## src/rtl/entry_capture.sv

```systemverilog
// entry_capture: collects the player's colour entries during the entry phase.
// Buttons are synchronised, debounced and encoded to a 2-bit colour. Each
// accepted press produces a one-cycle entry_valid with its sequence index.
// Completion (done) follows level+1 entries; a stalled player yields timeout.
//
// Handshake: entry_valid, done and timeout are single-cycle registered pulses
// with no back-pressure; the consumer must sample them in the cycle they are
// high. entry_num and entry_index are meaningful whenever entry_valid is high.
module entry_capture #(
    parameter int DEBOUNCE_CYCLES = 1_000_000,
    parameter int TIMEOUT_CYCLES  = 250_000_000
) (
    input  logic       clk,
    input  logic       reset,
    input  logic       on_off,
    input  logic [3:0] level,
    input  logic [3:0] sw,
    output logic [1:0] entry_num,
    output logic       entry_valid,
    output logic [3:0] entry_index,
    output logic [9:0] led,
    output logic       done,
    output logic       timeout,
    output logic       busy,
    output logic [2:0] state_dbg
);

    localparam int DB_W = $clog2(DEBOUNCE_CYCLES + 1);
    localparam int TM_W = $clog2(TIMEOUT_CYCLES);
    localparam logic [DB_W-1:0] DB_LAST = DB_W'(DEBOUNCE_CYCLES - 1);
    localparam logic [TM_W-1:0] TM_LAST = TM_W'(TIMEOUT_CYCLES - 1);

    typedef enum logic [2:0] {
        IDLE       = 3'd0,
        WAIT_PRESS = 3'd1,
        DB_PRESS   = 3'd2,
        WAIT_REL   = 3'd3,
        DB_REL     = 3'd4
    } state_t;

    state_t          state, state_n;
    logic [3:0]      sw_meta, sw_s;
    logic            on_off_q;
    logic [3:0]      pat, pat_n;
    logic [DB_W-1:0] db_cnt, db_cnt_n;
    logic [TM_W-1:0] timer, timer_n;
    logic            arm_rel, arm_rel_n;

    logic [1:0]      entry_num_n;
    logic            entry_valid_n;
    logic [3:0]      entry_index_n;
    logic [9:0]      led_n;
    logic            done_n;
    logic            timeout_n;
    logic            busy_n;
    logic            sw_valid;

    function automatic logic [1:0] encode(input logic [3:0] p);
        logic [1:0] c;
        case (p)
            4'b0010: c = 2'd1;
            4'b0100: c = 2'd2;
            4'b1000: c = 2'd3;
            default: c = 2'd0;
        endcase
        return c;
    endfunction

    // Exactly one button down counts as a press; none or several never does.
    assign sw_valid  = (sw_s != 4'd0) && ((sw_s & (sw_s - 4'd1)) == 4'd0);
    assign state_dbg = state;

    // Two-flop synchroniser for the buttons plus a delayed on_off for edge detection.
    always_ff @(posedge clk or posedge reset) begin
        if (reset) begin
            sw_meta  <= 4'd0;
            sw_s     <= 4'd0;
            on_off_q <= 1'b0;
        end else begin
            sw_meta  <= sw;
            sw_s     <= sw_meta;
            on_off_q <= on_off;
        end
    end

    // State, working registers and registered outputs.
    always_ff @(posedge clk or posedge reset) begin
        if (reset) begin
            state       <= IDLE;
            pat         <= 4'd0;
            db_cnt      <= '0;
            timer       <= '0;
            arm_rel     <= 1'b0;
            entry_num   <= 2'd0;
            entry_valid <= 1'b0;
            entry_index <= 4'd0;
            led         <= 10'd0;
            done        <= 1'b0;
            timeout     <= 1'b0;
            busy        <= 1'b0;
        end else begin
            state       <= state_n;
            pat         <= pat_n;
            db_cnt      <= db_cnt_n;
            timer       <= timer_n;
            arm_rel     <= arm_rel_n;
            entry_num   <= entry_num_n;
            entry_valid <= entry_valid_n;
            entry_index <= entry_index_n;
            led         <= led_n;
            done        <= done_n;
            timeout     <= timeout_n;
            busy        <= busy_n;
        end
    end

    // Next-state and next-output logic; outputs derive from the next state so they stay registered.
    always_comb begin
        state_n       = state;
        pat_n         = pat;
        db_cnt_n      = db_cnt;
        timer_n       = timer;
        arm_rel_n     = arm_rel;
        entry_num_n   = entry_num;
        entry_valid_n = 1'b0;
        entry_index_n = entry_index;
        done_n        = 1'b0;
        timeout_n     = 1'b0;

        if (!on_off) begin
            // Leaving the entry phase aborts silently from any state.
            state_n   = IDLE;
            arm_rel_n = 1'b0;
        end else begin
            case (state)
                IDLE: begin
                    // on_off is high here, so a low delayed copy marks a rising edge.
                    if (!on_off_q) begin
                        entry_index_n = 4'd0;
                        timer_n       = '0;
                        db_cnt_n      = '0;
                        if (sw_s != 4'd0) begin
                            // A button already down must be released before it can count.
                            state_n   = WAIT_REL;
                            pat_n     = sw_s;
                            arm_rel_n = 1'b1;
                        end else begin
                            state_n = WAIT_PRESS;
                        end
                    end
                end
                WAIT_PRESS: begin
                    if (sw_valid) begin
                        state_n  = DB_PRESS;
                        pat_n    = sw_s;
                        db_cnt_n = '0;
                    end else if (timer == TM_LAST) begin
                        timeout_n = 1'b1;
                        state_n   = IDLE;
                    end else begin
                        timer_n = timer + 1'b1;
                    end
                end
                DB_PRESS: begin
                    if (sw_s != pat) begin
                        // Bounce: keep the stall timer running from where it was.
                        state_n = WAIT_PRESS;
                    end else if (db_cnt == DB_LAST) begin
                        entry_valid_n = 1'b1;
                        entry_num_n   = encode(pat);
                        timer_n       = '0;
                        state_n       = WAIT_REL;
                    end else begin
                        db_cnt_n = db_cnt + 1'b1;
                    end
                end
                WAIT_REL: begin
                    if (sw_s == 4'd0) begin
                        state_n  = DB_REL;
                        db_cnt_n = '0;
                    end
                end
                DB_REL: begin
                    if (sw_s != 4'd0) begin
                        state_n = WAIT_REL;
                    end else if (db_cnt == DB_LAST) begin
                        if (arm_rel) begin
                            arm_rel_n = 1'b0;
                            timer_n   = '0;
                            state_n   = WAIT_PRESS;
                        end else if (entry_index == level) begin
                            done_n  = 1'b1;
                            state_n = IDLE;
                        end else begin
                            entry_index_n = entry_index + 4'd1;
                            timer_n       = '0;
                            state_n       = WAIT_PRESS;
                        end
                    end else begin
                        db_cnt_n = db_cnt + 1'b1;
                    end
                end
                default: begin
                    state_n = IDLE;
                end
            endcase
        end

        busy_n = (state_n != IDLE);
        led_n  = {busy_n, 5'd0,
                  ((state_n == WAIT_REL) || (state_n == DB_REL)) ? pat_n : 4'd0};
    end

endmodule

```

## config.mk

```make
export PLATFORM = sky130hd
export DESIGN_NAME = entry_capture
export DESIGN_NICKNAME = d
export VERILOG_FILES = /design/src/rtl/entry_capture.sv
export SDC_FILE = /design/constraint.sdc
export NUM_CORES = 1
export LEC_CHECK = 0
export BUFFER_PORTS_ARGS = -buffer_cell sky130_fd_sc_hd__buf_2
export CORE_UTILIZATION = 44
export CTS_CLUSTER_DIAMETER = 50
export CTS_CLUSTER_SIZE = 40
export DETAILED_ROUTE_END_ITERATION = 10
export SYNTH_ARGS = -nofsm -noshare
export SYNTH_HDL_FRONTEND = slang
export SYNTH_SLANG_ARGS = --single-unit
```

## constraint.sdc

```tcl
create_clock -name clk -period 6.2 [get_ports clk]
set_clock_uncertainty 0.1 [all_clocks]
set_input_delay 0.31 -clock clk [delete_from_list [all_inputs] [get_ports clk]]
set_output_delay 0.31 -clock clk [all_outputs]
set_load 0.005 [all_outputs]
```

==> results.ini, run 1 <==
[synthesis]
synth_ff_type = dfrtp_1
synth_edf_count = 0
ys_seq_area_share_pct = 44.7
yosysTopAreaCell = dfrtp_1
netlist_top_cells_area = dfrtp_1, o31ai_1, o21ai_0, nand2_1, nand3_1
synthCells = 489
yosysUniqueCellTypes = 56
async_reset_ff_share_pct = 100
yosysTopAreaCellShare_pct = 44.7
yosysWarnings = 0
syn_area_per_cell_um2 = 9.04
syn_area_um2 = 4420
ys_ff_latch = 79

[place]
dp_hpwl_um = 6680
dpl_worst_slack_ns = 3.22
routabilityCongestion = 0.775
dp_cells = 622
port_buffers = 28

[layout]
antennaDiodeCount = 0
layout-drive-gt1-share_pct = 12.5
instances_no_fill = 643
synthToLayoutAreaGrowth_pct = 10.5
n_fill_cell = 927
fin_nets = 519

[clock_tree]
cts_sinks = 79
cts_resized = 0
postCtsHoldBufs = 5
htree_num_levels = 3
tritoncts = yes
clkTransAtPathRegs_ns = 0.10
cts_buffer_depth = 2
cts_root_buffer = clkbuf_8
numCtsBuffers = 9
post-cts-setup-buffer-count = 0
clk_latency_ns = 0.36

[grt]
busiest_layer = met2
grt_pass1_vias = 3522
antenna_found_initial = 0
grt_use_met2_pct = 32.4
global_route.usage.met1_pct = 30.6
grt_pass1_wl_um = 17300
grtUsageTotal_pct = 21.1
gr-total-overflow = 0
gr-usage-met3_pct = 3.76
grt_start_max_net_pins = 52

[die]
start_util_pct = 45.2
dieArea_um2 = 10400
core_um2 = 9770
fp.dieH_um = 102
rows = 36
die_x_um = 102
io_pins = 34

[route]
antenna_left = 0
first_pass_iters = 5
via_count = 3836
drc = 0
via_per_inst = 5.97
routedWlPerCell_um = 15.9
drt-total-wl_um = 10300
drt_iter0_drc = 217

[timing]
slew_headroom_pct = 27.5
max_freq_mhz = 322
worst_pin_slew_ns = 1.06
fin_tns_setup_ns = 0
period_share_pct = 50.2
setup-violations-final = 0
layout_setup_ws_ns = 3.09
grt_setup_unrepaired = no
fin_crit_ns = 3.11
hold_viol = 0
drv_slew = 0

[worst_setup_path]
cp.arrival_ns = 3.25
end_kind = flop
cp_max_fo = 23
required_ns = 6.34
cp_cell_sequence = xor2_1 -> nor4_1 -> o211a_1 -> o211ai_1 -> buf_4 -> or2_2 -> o41ai_1
crit_path_start_kind = flop
crit_type = flop to flop
slowest_stage = nor4_1
max_stage_delay_ns = 0.80

[min_path]
hold_path.class = primary input to flop

[job]
max_cap_viol_count = 0

[power_and_ir_drop]
cellPowerDensity_nw_per_um2 = 241
vdd_drop_max_mv = 0.155
p_leak_nw = 2.05
finalPower_mw = 1.18

[status]
outcome = finished, final reports clean

-- cells in the mapped netlist, types with 2 or more instances --
master	count
nor3_1	12
nand4_1	11
nor4b_1	5
nor2_1	26
buf_1	2
and4_1	7
o32ai_1	2
ha_1	3
nand3_1	31
or3_1	5
o21ai_0	34
a41oi_1	4
a211oi_1	3
and3_1	10
a21boi_0	5
nand2_1	44
nor4_1	7
mux2_2	5
a31oi_1	12
o41ai_1	7
inv_1	12
buf_2	3
o22ai_1	3
o211ai_1	2
xor2_1	6
clkbuf_1	28
nand2b_1	4
and2_1	5
xnor2_1	6
a2111oi_0	2
buf_4	6
nand3b_1	2
o31ai_1	51
dfrtp_1	79
or4_1	4
or3b_2	2
a21oi_1	20
-- final timing paths --
check                      cells after the start  slack, ns        from            to
min reg2reg                                    0       0.25  sw_meta[3]       sw_s[3]
max reg2reg                                    7       3.09      pat[1]    db_cnt[10]
min in group asynchronous                      3       0.41       reset    db_cnt[10]
min                                            1       0.07      on_off      on_off_q
max                                            7       3.09      pat[1]    db_cnt[10]
max in group asynchronous                      4       4.56       reset  state_dbg[2]
-- placed cells by master, fill, tap and decap left out, drive strengths merged, types with 11 or more instances in the layout --
cell type and n:
a21oi 21, a31oi 12, and3 11, buf 35, clkbuf 11, dfrtp 79
inv 12, nand2 44, nand3 31, nand4 11, nor2 26, nor3 12
o21ai 34, o31ai 51
-- final cells by class --
cell class	count	area (um2)	area share [%]
Multi-Input combinational cell	363	2250	46.0
Sequential cell	79	1980	40.5
Timing Repair Buffer	40	243	4.97
Tap cell	133	166	3.41
Clock buffer	11	141	2.89
Clock inverter	5	65.1	1.33
Inverter	12	46.3	0.948
-- worst max-delay path, delay by kind of cell, from the launching register on --
family,cells,cell delay [ns]
xor gates and xnor gates,1,0.18
AOI/OAI and AO/OA,3,0.79
and+or+nand+nor,2,1.26
buffers and inverters,1,0.22
DFF,1,0.45
-- report_power, final --
group	internal [mW]	switching [mW]
sequential	0.545	0.0439
combinational	0.0734	0.113
clock	0.201	0.199
total	0.819	0.356
-- per-layer routing --
metal / routed length (um) / share of wire, % / vias up
met5: 0 / 0 / -
met4: 97 / 0.95 / 0
met3: 299 / 2.9 / 9
met2: 4660 / 45 / 76
met1: 5200 / 51 / 1870
li1: - / - / 1881
-- cell families after synthesis --
family / after synthesis / share of synthesized area, %
AOI/OAI and AO/OA: 155 / 23.6
xor gates and xnor gates: 12 / 2.38
adders and majority gates: 3 / 0.849
buffers and inverters: 51 / 4.93
DFF: 79 / 44.7
muxes: 5 / 1.27
other: 1 / 0.0849
and+or+nand+nor: 183 / 22.1
-- registers in the layout, summed over array words and instances, names as in the netlist --
| signal | flops |
|---|---|
| done | 1 |
| db_cnt | 20 |
| arm_rel | 1 |
| led | 4 |
| entry_valid | 1 |
| sw_s | 4 |
| timeout | 1 |
| pat | 4 |
| busy | 1 |
| entry_index | 4 |
| sw_meta | 4 |
| timer | 28 |
| on_off_q | 1 |
| state_dbg | 3 |
| entry_num | 2 |
-- per-stage QoR --
step | util (%) | hold WS [ns] | cell area, um2
after floorplan | - | 0.231 | 4430
after global routing | 50.0 | 0.0463 | 4880
after CTS | 50.0 | 0.0514 | 4880
after global placement | 47.4 | 0.236 | 4630
after detailed placement | 47.4 | 0.236 | 4630
final | 50.0 | 0.0714 | 4880
(Power assumes the default switching activity.)
==> run 2, diff against run 1 <==
==> constraint.sdc (replaced) <==
create_clock -name clk -period 3.3 [get_ports clk]
set_clock_uncertainty 0.1 [all_clocks]
set_input_delay 0.165 -clock clk [delete_from_list [all_inputs] [get_ports clk]]
set_output_delay 0.165 -clock clk [all_outputs]
set_load 0.005 [all_outputs]
==> run 2 against run 1 <==
Design area grew 1.9%. Clock power up 91%. First-iteration DRC count down 18%. Flip-flop and latch count did not move. Sequential power up 88%. Global-route usage up 0.42 points. Critical endpoint is now led[3]. Largest cell class unchanged.
==> results.ini, run 2 (synthesized netlist as in run 1, its figures left out) <==
[grt]
grtUsageTotal_pct = 21.6
grt_start_max_net_pins = 51
grt_pass1_vias = 3697
gr-total-overflow = 0
antenna_found_initial = 0
grt_pass1_wl_um = 17800

[die]
rows = 36
fp.dieH_um = 102
dieArea_um2 = 10400
io_pins = 34
start_util_pct = 45.2
core_um2 = 9770
die_x_um = 102

[timing]
fin_crit_ns = 2.90
worst_pin_slew_ns = 0.946
period_share_pct = 87.8
max_freq_mhz = 345
fin_tns_setup_ns = 0
setup-violations-final = 0
drv_slew = 0
whs_ns = 0.182
hold_viol = 0
slew_headroom_pct = 36.9
grt_setup_unrepaired = no

[route]
via_count = 3903
drc = 0
first_pass_iters = 4
drt_iter0_drc = 179
drt-total-wl_um = 10500
routedWlPerCell_um = 16.1
antenna_left = 0
via_per_inst = 5.97

[clock_tree]
cts_root_buffer = clkbuf_8
clk_latency_ns = 0.36
clkTransAtPathRegs_ns = 0.09
tritoncts = yes
htree_num_levels = 3
cts_sinks = 79
cts_buffer_depth = 2
cts_resized = 0
numCtsBuffers = 9

[job]
max_cap_viol_count = 0

[power_and_ir_drop]
cellPowerDensity_nw_per_um2 = 449
vdd_drop_max_mv = 0.319
finalPower_mw = 2.24
p_leak_nw = 2.10

[worst_setup_path]
required_ns = 3.40
cp.arrival_ns = 3.00
crit_path_start_kind = flop
cp_max_fo = 7
crit_type = flop to flop
end_kind = flop

[layout]
mostFrequentLayoutCell = dfrtp_1
layout_common_cells = dfrtp_1, o31ai_1, nand2_1
top_regs = timer x28, db_cnt x20
max_flop_register = timer
antennaDiodeCount = 0
fin_nets = 530
final_area_um2 = 4980
n_fill_cell = 927
layout-drive-gt1-share_pct = 14.4
synthToLayoutAreaGrowth_pct = 12.7
largest_register_ffs = 28

[place]
port_buffers = 28
dp_hpwl_um = 7030
placed_cell_area_um2 = 4700
routabilityCongestion = 0.826

[status]
outcome = finished, final reports clean

[min_path]
hold_path.class = primary input to flop

[run 2: cell count changes in the layout (fill, tap and decap cells not counted), sizes merged]
cell and delta:
buf +10, clkinvlp +1, clkinv -1, dlygate4sd3 +1
[run 2: layer usage]
layer,wire (um),part of all wire [%],track usage (%),vias to the layer above
met4,104,0.99,5.38,0
met3,358,3.4,4.10,7
met2,4920,47,35.9,81
met1,5150,49,29.0,1912
met5,0,0,0,-
li1,-,-,-,1903
[run 2: worst max-delay path, cell delays in order, from the launching register on]
cell      delay (ns)
dfrtp_1         0.46
nand4_1         0.14
or4_1           0.52
or4b_1          0.63
and3_4          0.23
o31ai_1         0.51
a21boi_0        0.18
[run 2: repair_timing]
action | CTS | global route
buffers inserted | 0 | 0
hold buffers | 6 | 0
hold endpoints to repair | 54 | 0
endpoints found under the setup margin | 0 | 0
[run 2: final timing paths]
path,from,to,slack [ns],cells after the start
setup / recovery,timer[18],led[3],0.40,6
hold / removal,level[3],done,0.18,5
setup reg to reg,timer[18],led[3],0.40,6
hold reg to reg,sw_meta[0],sw_s[0],0.25,0
max in group asynchronous,reset,led[1],1.78,4
min in group asynchronous,reset,db_cnt[10],0.41,3
[run 2: power breakdown]
group / internal, mW / total, mW / switching, mW
clock: 0.396 / 0.766 / 0.369
sequential: 1.02 / 1.11 / 0.0838
combinational: 0.148 / 0.363 / 0.215
total: 1.57 / 2.24 / 0.668
[run 2: cell type report]
class	instances	area, um2	area share, %
multi-input cells	363	2250	45.1
flip-flops and latches	79	1980	39.7
repair buffers	51	328	6.58
well taps	133	166	3.34
clock buffers	11	151	3.04
clock inverters	5	63.8	1.28
inverters	12	46.3	0.930
[run 2: per-stage QoR]
step / utilization (%) / worst slack [ns] / instances
after floorplan: - / 0.640 / 493
after global placement: 48.1 / 0.524 / 632
after detailed placement: 48.1 / 0.440 / 632
after CTS: 50.9 / 0.418 / 654
after global routing: 50.9 / 0.252 / 654
final: 50.9 / 0.404 / 654
